==> src/rtl/sonic_rx_ctl_66_pkg.sv <==
// Shared types and defaults for the RX ring-buffer controller.
//   rx_ctl_state_e     : controller state encoding
//   *_DEF localparams  : default ring geometry, chunk size and flush timeout
package sonic_rx_ctl_66_pkg;

    localparam int unsigned BLOCK_WIDTH       = 66;
    localparam int unsigned PTR_WIDTH_DEF     = 14;
    localparam int unsigned CHUNK_QWORDS_DEF  = 32'h200;
    localparam int unsigned FLUSH_TIMEOUT_DEF = 4096;

    typedef enum logic [1:0] {
        RX_IDLE  = 2'd0,
        RX_SYNC  = 2'd1,
        RX_RUN   = 2'd2,
        RX_FLUSH = 2'd3
    } rx_ctl_state_e;

endpackage

==> src/rtl/sonic_rx_chunk_tracker.sv <==
// Chunk bookkeeping for the RX ring: counts qwords written since the last
// notification, issues a full chunk when CHUNK_QWORDS accumulate, and a
// partial chunk on flush request or after FLUSH_TIMEOUT cycles of waiting.
//   clock, reset_n : clock / async active-low reset
//   clear          : return to empty ring at address 0
//   wr             : one qword written this cycle
//   flush          : emit whatever is pending
//   chunk_ready    : one-cycle notification; chunk_base/chunk_len valid with it
module sonic_rx_chunk_tracker
    import sonic_rx_ctl_66_pkg::*;
#(
    parameter int unsigned PTR_WIDTH     = PTR_WIDTH_DEF,
    parameter int unsigned CHUNK_QWORDS  = CHUNK_QWORDS_DEF,
    parameter int unsigned FLUSH_TIMEOUT = FLUSH_TIMEOUT_DEF
) (
    input  logic                 clock,
    input  logic                 reset_n,
    input  logic                 clear,
    input  logic                 wr,
    input  logic                 flush,
    output logic                 chunk_ready,
    output logic [PTR_WIDTH-1:0] chunk_base,
    output logic [PTR_WIDTH-1:0] chunk_len
);

    localparam int unsigned TMR_W = $clog2(FLUSH_TIMEOUT) + 1;

    logic [PTR_WIDTH-1:0] pending;
    logic [PTR_WIDTH-1:0] start;
    logic [TMR_W-1:0]     timer;
    logic                 emit_full_c;
    logic                 emit_part_c;

    // Full chunk wins over a coincident timeout or flush.
    always_comb begin
        emit_full_c = wr && (pending == PTR_WIDTH'(CHUNK_QWORDS - 1));
        emit_part_c = !emit_full_c && (pending != '0) &&
                      (flush || (timer == TMR_W'(FLUSH_TIMEOUT - 1)));
    end

    // A write coinciding with a partial emission opens the next chunk.
    always_ff @(posedge clock or negedge reset_n) begin
        if (!reset_n) begin
            pending     <= '0;
            start       <= '0;
            timer       <= '0;
            chunk_ready <= 1'b0;
            chunk_base  <= '0;
            chunk_len   <= '0;
        end else begin
            chunk_ready <= emit_full_c || emit_part_c;
            if (emit_full_c) begin
                chunk_base <= start;
                chunk_len  <= PTR_WIDTH'(CHUNK_QWORDS);
                start      <= start + PTR_WIDTH'(CHUNK_QWORDS);
                pending    <= '0;
                timer      <= '0;
            end else if (emit_part_c) begin
                chunk_base <= start;
                chunk_len  <= pending;
                start      <= start + pending;
                pending    <= PTR_WIDTH'(wr);
                timer      <= '0;
            end else begin
                pending <= pending + PTR_WIDTH'(wr);
                timer   <= (pending != '0) ? timer + TMR_W'(1) : '0;
            end
            if (clear) begin
                pending <= '0;
                start   <= '0;
                timer   <= '0;
            end
        end
    end

endmodule

==> src/rtl/sonic_rx_ctl_66.sv <==
// RX ring-buffer controller: writes gearbox blocks into the circular buffer,
// guards against overrunning the host read pointer, counts drops and hands
// chunk notifications to the DMA write engine.
//   clock, reset_n               : RX clock / async active-low reset
//   enable, block_lock           : software enable, block sync status
//   data_in, data_valid          : incoming 66-bit blocks
//   host_rptr, host_rptr_valid   : host read pointer update
//   mem_wr_en/addr/data          : buffer write port
//   rx_ring_wptr                 : next write pointer
//   chunk_ready/base/len         : chunk notification
//   overflow, drop_count         : drop accounting
module sonic_rx_ctl_66
    import sonic_rx_ctl_66_pkg::*;
#(
    parameter int unsigned PTR_WIDTH     = PTR_WIDTH_DEF,
    parameter int unsigned CHUNK_QWORDS  = CHUNK_QWORDS_DEF,
    parameter int unsigned FLUSH_TIMEOUT = FLUSH_TIMEOUT_DEF
) (
    input  logic                   clock,
    input  logic                   reset_n,
    input  logic                   enable,
    input  logic                   block_lock,
    input  logic [BLOCK_WIDTH-1:0] data_in,
    input  logic                   data_valid,
    input  logic [PTR_WIDTH-1:0]   host_rptr,
    input  logic                   host_rptr_valid,
    output logic                   mem_wr_en,
    output logic [PTR_WIDTH-1:0]   mem_wr_addr,
    output logic [BLOCK_WIDTH-1:0] mem_wr_data,
    output logic [PTR_WIDTH-1:0]   rx_ring_wptr,
    output logic                   chunk_ready,
    output logic [PTR_WIDTH-1:0]   chunk_base,
    output logic [PTR_WIDTH-1:0]   chunk_len,
    output logic                   overflow,
    output logic [31:0]            drop_count
);

    rx_ctl_state_e        state;
    rx_ctl_state_e        state_next;
    logic [PTR_WIDTH-1:0] wptr;
    logic [PTR_WIDTH-1:0] rptr;
    logic [PTR_WIDTH-1:0] used_c;
    logic                 full_c;
    logic                 wr_c;
    logic                 drop_c;
    logic                 flush_c;
    logic                 clear_c;

    // State register.
    always_ff @(posedge clock or negedge reset_n) begin
        if (!reset_n) state <= RX_IDLE;
        else          state <= state_next;
    end

    // Next-state logic; leaving RUN always passes through FLUSH.
    always_comb begin
        state_next = state;
        case (state)
            RX_IDLE:  if (enable) state_next = RX_SYNC;
            RX_SYNC:  if (!enable) state_next = RX_IDLE;
                      else if (block_lock) state_next = RX_RUN;
            RX_RUN:   if (!enable || !block_lock) state_next = RX_FLUSH;
            RX_FLUSH: state_next = enable ? RX_SYNC : RX_IDLE;
            default:  state_next = RX_IDLE;
        endcase
    end

    // One slot stays empty so wptr == rptr always means empty.
    always_comb begin
        used_c  = wptr - rptr;
        full_c  = (used_c == '1);
        wr_c    = (state == RX_RUN) && data_valid && !full_c;
        drop_c  = (state == RX_RUN) && data_valid && full_c;
        flush_c = (state == RX_FLUSH);
        clear_c = (state_next == RX_IDLE);
    end

    // Pointers, write port and drop accounting; entering IDLE empties the ring.
    always_ff @(posedge clock or negedge reset_n) begin
        if (!reset_n) begin
            wptr        <= '0;
            rptr        <= '0;
            mem_wr_en   <= 1'b0;
            mem_wr_addr <= '0;
            mem_wr_data <= '0;
            overflow    <= 1'b0;
            drop_count  <= '0;
        end else begin
            mem_wr_en <= wr_c;
            if (wr_c) begin
                mem_wr_addr <= wptr;
                mem_wr_data <= data_in;
                wptr        <= wptr + PTR_WIDTH'(1);
            end
            if (drop_c) begin
                overflow <= 1'b1;
                if (drop_count != '1) drop_count <= drop_count + 32'd1;
            end
            if ((state != RX_IDLE) && host_rptr_valid) rptr <= host_rptr;
            if (clear_c) begin
                wptr       <= '0;
                rptr       <= '0;
                overflow   <= 1'b0;
                drop_count <= '0;
            end
        end
    end

    assign rx_ring_wptr = wptr;

    sonic_rx_chunk_tracker #(
        .PTR_WIDTH     (PTR_WIDTH),
        .CHUNK_QWORDS  (CHUNK_QWORDS),
        .FLUSH_TIMEOUT (FLUSH_TIMEOUT)
    ) u_chunk_tracker (
        .clock       (clock),
        .reset_n     (reset_n),
        .clear       (clear_c),
        .wr          (wr_c),
        .flush       (flush_c),
        .chunk_ready (chunk_ready),
        .chunk_base  (chunk_base),
        .chunk_len   (chunk_len)
    );

endmodule
==> config.mk <==
export PLATFORM = sky130hd
export DESIGN_NAME = sonic_rx_ctl_66
export DESIGN_NICKNAME = d
export VERILOG_FILES = /design/src/rtl/sonic_rx_ctl_66_pkg.sv /design/src/rtl/sonic_rx_chunk_tracker.sv /design/src/rtl/sonic_rx_ctl_66.sv
export SDC_FILE = /design/constraint.sdc
export NUM_CORES = 1
export LEC_CHECK = 0
export BUFFER_PORTS_ARGS = -buffer_cell sky130_fd_sc_hd__buf_4
export CAP_MARGIN = 20
export CORE_ASPECT_RATIO = 0.6
export CORE_MARGIN = 10
export CORE_UTILIZATION = 46
export CTS_CLUSTER_DIAMETER = 200
export CTS_CLUSTER_SIZE = 8
export DETAILED_ROUTE_END_ITERATION = 6
export PLACE_DENSITY_LB_ADDON = 0.2
export SYNTH_ARGS = -nofsm -noshare
export SYNTH_HDL_FRONTEND = slang
export SYNTH_SLANG_ARGS = --single-unit
==> constraint.sdc <==
create_clock -name clock -period 3.85 [get_ports clock]
set_input_delay 0.1925 -clock clock [delete_from_list [all_inputs] [get_ports clock]]
set_output_delay 0.1925 -clock clock [all_outputs]
set_load 0.05 [all_outputs]
==> summary.txt, run 1 <==
Die Y - 135.7 µm
placed cells - 1452
fmax - 276.7 MHz
number of CTS-inserted buffers - 30
number of distinct library cells after synthesis - 58
Crit. End Element - flip-flop
kind of critical path - flip-flop to flip-flop
n_diodes - 0
max_slew headroom - 51.23%
total of max-cap violations - 0
Post-Synthesis Cell Area - 10260 µm²
Die X - 212.8 µm
Initial Util - 46.70%
die area - 28870 µm²
largest net degree at the start of global routing - 94
met3 usage - 4.783%
Worst Max-Slew Pin Slew - 0.7297 ns
Synth top cells by count - 214 x dfrtp_1, 94 x mux2_2, 92 x nor2_1
count leader, synth - dfrtp_1
Final Util - 65.07%
CTS sink cnt - 214
Clock Skew - 0.01368 ns
total power - 8.775 mW
Post-synth EDFFs - 0
Worst Path Buf+Inv - 1
gr usage total - 19.35%
Clk pwr share - 26.5%
clock buffer depth - 3
final RePlAce weighted congestion - 0.9065
IO Port Bufs - 242
area grow syn2layout - 39.32%
startpoint types - flip-flop
Synth top area share - 52.20%
highest cell delay on the worst timing path - 0.59 ns
dpl hpwl - 19600 µm
GR peak layer - met2
Worst Path Arrival - 4.06 ns
total of warnings raised by yosys - 0
Sw Ratio - 39.33%
flops & latches, synth - 214
Gate Count Post-Synth - 932
Mapped Avg Cell Area - 11.01 µm²
met2 track demand over resource - 29.28%
CTS root buf - clkbuf_16
pwr/cell area - 614.0 nW/µm²
initial antenna violation count - 0
worst-skew pair later-pin latency - 0.54 ns
internal power - 5.324 mW
M1 GR Usage - 27.64%
fraction of registers with async set/reset - 100.0%
FF-to-FF Start - rx_ring_wptr[0]$_DFFE_PN0P_
# DRC - 0
Switch Pwr - 3.451 mW
Total Wirelength - 28960 µm
Comb power frac - 39.8%
Area contributors post-synth - dfrtp_1 52%, mux2_2 10%, ha_1 3.9%
smallest setup slack after layout - 0.2361 ns
hold wc startpoint - data_valid
WL/cell - 18.42 µm
clock-pin slew of the registers on the worst-case setup and hold paths - 0.05 ns
H-tree depth - 1
Core ar. - 21970 µm²
via count - 8332
slowest CP cell - or4_4
WP data required - 4.30 ns
HP Class - input port to flip-flop
fin crit period - 3.614 ns
row cnt - 42
share of layout cells above drive strength 1 - 32.97%
first-pass iteration count of the detailed router - 5
setup violators final - 0
synthesized net count - 1052
fin. max-slew vios - 0
ANT nets after route - 0
vias per cell - 5.300
TNS Setup - 0 ns
crit path launch - rx_ring_wptr[0]$_DFFE_PN0P_
crit-path cells - inv_1 > ha_1 > fa_1 > nor4_2 > nand4_1 > nor3_1 > nand4_2 > nor4b_4 > nand4b_4 > or4_4 > or3_1 > a21oi_1
Top FF cell, synth - dfrtp_1
Final #Nets - 1404
CP top delay family - simple AND/OR/NAND/NOR gates
register area share after synthesis - 52.20%
Fin. Hold Viols - 0
status - completed
global route total overflow - 0
Final Non-Filler Cells - 1572
Detailed Route Iter0 Violations - 520
pre-CTS setup slack - 0.02387 ns
Yosys top cell by area - dfrtp_1
Leakage - 6.888 nW
Final Cycle Share - 93.87%
Worst Path Max Fanout - 10
io pins - 243
vias in the first global route - 8234
CTS tree - yes
Reg power frac - 33.8%
first-pass GRT wire length - 45620 µm
Peak VDD IR - 0.6001 mV
-- kinds of logic (layout without fill, tap and decap cells) --
| logic type | Yosys count | count (layout) | synth area share [%] |
|---|---|---|---|
| mux | 114 | 114 | 12.27 |
| xor+xnor | 62 | 62 | 5.293 |
| flops | 214 | 214 | 52.20 |
| compound gates | 127 | 127 | 8.221 |
| simple gates | 311 | 311 | 15.10 |
| fa+ha+maj | 34 | 34 | 4.293 |
| buf+inv | 70 | 424 | 2.622 |
-- worst paths after layout --
kind	cells after the start	to	slack, ns
setup reg to reg	12	drop_count[31]$_DFFE_PN0P_	0.24
setup / recovery	12	drop_count[31]$_DFFE_PN0P_	0.24
hold reg to reg	1	u_chunk_tracker.timer[0]$_DFF_PN0_	0.50
hold / removal	4	u_chunk_tracker.chunk_len[0]$_DFFE_PN0P_	0.23
max in group asynchronous	3	mem_wr_data[35]$_DFFE_PN0N_	2.57
min in group asynchronous	2	drop_count[11]$_DFFE_PN0P_	0.26
-- routing by layer --
layer / vias up / routed length, µm
met1: 4060 / 13570
met4: 0 / 380
li1: 3997 / -
met2: 248 / 13060
met3: 27 / 1950
met5: - / 0
-- through the flow --
stage,instance area (µm²),hold WS [ns]
2_1_floorplan,10260,-0.1031
3_3_place_gp,12590,0.2747
3_5_place_dp,12590,0.2698
4_1_cts,14230,0.2169
5_1_grt,14290,0.2476
6_report,14290,0.2328
-- placed cells by master (no fill, tap or decap), types with 6 or more instances in the layout --
| master | synthesis | final |
|---|---|---|
| a21oi_1 | 28 | 27 |
| xor2_1 | 21 | 21 |
| and3_1 | 18 | 18 |
| a22o_1 | 15 | 15 |
| buf_4 | 0 | 267 |
| nor3_1 | 19 | 19 |
| ha_1 | 32 | 31 |
| nand4_1 | 15 | 15 |
| mux2i_1 | 20 | 20 |
| or3_1 | 10 | 10 |
| nand3_1 | 57 | 57 |
| nor2_1 | 92 | 91 |
| dfrtp_1 | 214 | 211 |
| inv_1 | 34 | 34 |
| nand2_1 | 51 | 51 |
| nor4_1 | 9 | 8 |
| o21ai_0 | 35 | 35 |
| a21o_1 | 6 | 6 |
| nand2b_1 | 13 | 13 |
| dlygate4sd3_1 | 0 | 84 |
| mux2_2 | 94 | 94 |
| clkbuf_16 | 0 | 32 |
| xnor2_1 | 41 | 40 |
| and2_1 | 7 | 7 |
-- power groups by stage --
stage / clock network (mW) / registers [mW] / logic (mW)
finish: 2.32 / 2.96 / 3.49
global route: 2.47 / 3.02 / 3.66
CTS: 2.39 / 2.96 / 3.48
detailed placement: 0 / 2.99 / 3.40
global placement: 0 / 2.97 / 3.38
floorplan: 0 / 4.46 / 0.787
-- state kept, by name (all words and copies together) (netlist names) --
register,cells
mem_wr_en,1
u_chunk_tracker.pending,14
u_chunk_tracker.timer,13
u_chunk_tracker.chunk_base,14
mem_wr_addr,14
overflow,1
rptr,14
rx_ring_wptr,14
mem_wr_data,66
state,2
drop_count,32
u_chunk_tracker.start,14
u_chunk_tracker.chunk_len,14
u_chunk_tracker.chunk_ready,1
-- cell type report --
cell class	instances	area, µm²
Tap cell	286	357.8
Timing Repair Buffer	356	2945
Multi-Input combinational cell	648	4706
Inverter	34	127.6
Sequential cell	214	5359
Clock buffer	34	797.0
Fill cell	1715	7674
-- timing repair --
action | CTS | global route
endpoints found under the setup margin | 0 | 88
endpoints found under the hold margin | 172 | 0
hold buffers | 84 | 0
buffers inserted | 0 | 1
resized for setup | 0 | 5
-- worst reg2reg max path, stage by stage, from the launching register on --
cell and delay, ns:
dfrtp_2 0.39, inv_1 0.07, ha_1 0.18, fa_1 0.44, nor4_2 0.35, nand4_1 0.16
nor3_1 0.23, nand4_2 0.15, nor4b_4 0.31, nand4b_4 0.17, or4_4 0.59, or3_1 0.33
a21oi_1 0.15
Note: power is estimated with default switching activity, not from simulation.
==> run 2: changes to the inputs <==
Settings changed: ABC_AREA set to 1.
==> run 2 against run 1 <==
Sequential power about the same. Synthesized cell count increased by 53%. Largest power group unchanged. Combinational power decreased by 4%. Clock skew increased by 0.0022 ns. Register-to-register slack improved by 0.07 ns. Flip-flop and latch count unchanged. Non-clock buffer count decreased by 16. Die area increased by 9.7%. Power decreased by 1.3%. Routed wire length increased by 27%. Core utilization decreased by 2.7 points. Final area increased by 6.0%. Critical path type unchanged.
==> summary.txt, run 2 <==
largest family of logic cells by synthesized area - simple AND/OR/NAND/NOR gates
first-pass iteration count of the detailed router - 5 (unchanged)
setup violators final - 0 (unchanged)
initial antenna violation count - 1 (+1)
GR peak layer - met2
xor/xnor share of the synthesized area - 5.610% (+0.32 points)
fin. max-slew vios - 0 (unchanged)
IO Port Bufs - 242 (unchanged)
Synth Area in Simple Gates - 30.36% (+15 points)
Post-synth EDFFs - 0 (unchanged)
WP data required - 4.26 ns (-0.04 ns)
Synth Area in Compound Gates - 6.181% (-2.0 points)
Initial Util - 46.94% (+0.24 points)
via count - 10727 (+29%)
fraction of registers with async set/reset - 100.0% (unchanged)
vias in the first global route - 10624 (+29%)
Crit. End Element - flip-flop
final RePlAce weighted congestion - 0.9382 (+3.5%)
CTS root buf - clkbuf_16
worst-skew pair later-pin latency - 0.55 ns (about the same)
TNS Setup - 0 ns (unchanged)
dpl hpwl - 25590 µm (+31%)
fin crit period - 3.544 ns (-0.07018 ns)
post-route cell area - 15150 µm² (+6.0%)
Synth top area share - 46.99% (-5.2 points)
CTS tree - yes
ANT nets after route - 0 (unchanged)
Final Cycle Share - 92.04% (-1.8 points)
Gate Count Post-Synth - 1429 (+53%)
total of warnings raised by yosys - 0 (unchanged)
Post-Synthesis Cell Area - 11400 µm² (+11%)
Total Wirelength - 36720 µm (+27%)
Top FF cell, synth - dfrtp_1
pwr/cell area - 571.4 nW/µm² (-6.9%)
count leader, synth - nand2_1
worst reg2reg setup slack - 0.31 ns (+0.07 ns)
WL/cell - 17.66 µm (-4.1%)
Core ar. - 24280 µm² (+11%)
met3 usage - 8.002% (+3.2 points)
Die X - 223.2 µm (+4.9%)
H-tree depth - 1 (unchanged)
Final #Nets - 1875 (+34%)
Die Y - 141.9 µm (+4.6%)
global route total overflow - 0 (unchanged)
gr usage total - 22.47% (+3.1 points)
largest net degree at the start of global routing - 105 (+12%)
register area share after synthesis - 46.99% (-5.2 points)
Worst Path Max Fanout - 11 (+1)
HP Class - input port to flip-flop
Worst Path Arrival - 3.95 ns (-0.11 ns)
most common cell after layout, fill and taps aside - nand2_1
Fill cells - 2040 (+19%)
fmax - 282.2 MHz (+2.0%)
Mapped Avg Cell Area - 7.975 µm² (-28%)
clock buffer depth - 3 (unchanged)
startpoint types - flip-flop
vias per cell - 5.160 (-2.7%)
Synth top cells by count - 500 x nand2_1, 214 x dfrtp_1, 135 x inv_1
RSZ-0062 raised after global routing - no
Top Registers - mem_wr_data x66, drop_count x32
Area contributors post-synth - dfrtp_1 47%, nand2_1 16%, inv_1 4.4%
total of max-cap violations - 0 (unchanged)
Detailed Route Iter0 Violations - 944 (+82%)
most frequent cells in the layout - 500 x nand2_1, 254 x buf_4, 214 x dfrtp_1
CTS sink cnt - 214 (unchanged)
Reg with most FFs - mem_wr_data
clock-pin slew of the registers on the worst-case setup and hold paths - 0.06 ns (about the same)
share of layout cells above drive strength 1 - 18.92% (-14 points)
Clock Skew - 0.01584 ns (+0.002161 ns)
number of distinct library cells after synthesis - 42 (-28%)
die area - 31680 µm² (+9.7%)
# DRC - 0 (unchanged)
Leakage - 7.604 nW (+10%)
first-pass GRT wire length - 58370 µm (+28%)
Peak VDD IR - 0.6722 mV (+12%)
status - completed
Largest register FFs - 66 (unchanged)
area grow syn2layout - 32.97%
number of CTS-inserted buffers - 30 (unchanged)
Fin. Hold Viols - 0 (unchanged)
M1 GR Usage - 31.20% (+3.6 points)
synthesized net count - 1549 (+47%)
row cnt - 44 (+4.8%)
placed cell area - 13460 µm² (+6.9%)
Synth Area in Adders - 3.865% (-0.43 points)
Yosys top cell by area - dfrtp_1
io pins - 243 (unchanged)
kind of critical path - flip-flop to flip-flop
multiplexer area fraction after synthesis - 0% (-12 points)
met2 track demand over resource - 33.22% (+3.9 points)
Worst Max-Slew Pin Slew - 0.9035 ns (+0.1738 ns)
flops & latches, synth - 214 (unchanged)
max_slew headroom - 39.76% (-11 points)
-- run 2: cell types whose count changed after synthesis, moves of 16 or more --
cell and change:
nand2_1 +449, inv_1 +101, mux2_2 -94, o21ai_0 +47, nand3_1 +37, xor2_1 +33, nor2_1 -23, xnor2_1 -22
mux2i_1 -20, and3_1 -18, o21ai_1 +18, buf_2 +16
-- run 2: per-stage QoR --
| step | util [%] | hold WS (ns) | total power, mW | std cells | setup WS [ns] |
|---|---|---|---|---|---|
| 2_1_floorplan | - | -0.1031 | 5.086 | 1429 | 0.2416 |
| 3_3_place_gp | 55.45 | 0.2934 | 6.167 | 1957 | 0.3475 |
| 3_5_place_dp | 55.45 | 0.3005 | 6.193 | 1957 | 0.2483 |
| 4_1_cts | 62.17 | 0.2537 | 8.652 | 2073 | 0.2280 |
| 5_1_grt | 62.40 | 0.2659 | 9.062 | 2078 | 0.009944 |
| 6_report | 62.42 | 0.2717 | 8.658 | 2079 | 0.3063 |
-- run 2: worst max-delay path, cell delays in order (launching register included) --
cell      delay, ns
dfrtp_1        0.39
inv_1          0.12
ha_1           0.24
fa_1           0.35
inv_1          0.13
nand3_1        0.11
nand2_1        0.15
nand2_1        0.08
nand3b_1       0.10
nand4_1        0.15
nor2_4         0.16
nand3_4        0.16
nand2_8        0.17
inv_2          0.06
ha_1           0.22
ha_1           0.22
nand2_1        0.11
inv_1          0.06
nand2_1        0.08
nor2_1         0.05
nand3_1        0.08
xor2_1         0.15
nor2_1         0.06
-- run 2: what timing repair did --
item,CTS,global route
setup endpoints to repair,0,6
hold buffers,84,0
endpoints found under the hold margin,184,0
setup buffers,0,3
resized for setup,0,4
-- run 2: final timing paths --
path,cells after the start,endpoint,start
max in group asynchronous,3,rptr[0]$_DFFE_PN0P_,reset_n
max,22,u_chunk_tracker.pending[12]$_DFF_PN0_,rx_ring_wptr[0]$_DFFE_PN0P_
max reg2reg,22,u_chunk_tracker.pending[12]$_DFF_PN0_,rx_ring_wptr[0]$_DFFE_PN0P_
min reg2reg,2,mem_wr_data[57]$_DFFE_PN0N_,mem_wr_data[57]$_DFFE_PN0N_
min in group asynchronous,2,u_chunk_tracker.chunk_base[4]$_DFFE_PN0P_,reset_n
min,4,rptr[13]$_DFFE_PN0P_,host_rptr_valid
-- run 2: layout make-up --
cell class / instances / area, µm² / share of cell area [%]
multi-input combinational: 1026 / 5281 / 34.85
antenna: 2 / 5.005 / 0.03303
inverter: 143 / 536.8 / 3.542
timing repair buffer: 340 / 2783 / 18.36
clock buffer: 32 / 789.5 / 5.210
tap: 322 / 402.9 / 2.659
sequential: 214 / 5355 / 35.34
-- run 2: power by group --
part	leakage [nW]	internal, mW	switching (mW)	total (mW)
clock	0.389	1.41	0.934	2.35
combinational	4.35	0.939	2.40	3.34
sequential	2.86	2.67	0.295	2.97
-- run 2: cells by family after synthesis --
kind of cell    after synthesis
compound gates              135
flops                       214
fa+ha+maj                    34
simple gates                783
buf+inv                     190
xor+xnor                     73
-- run 2: layer usage --
metal / vias to the layer above / part of all wire [%]
met2: 402 / 43
li1: 5218 / -
met1: 5071 / 46
met4: 0 / 1.3
met3: 36 / 10
met5: - / 0
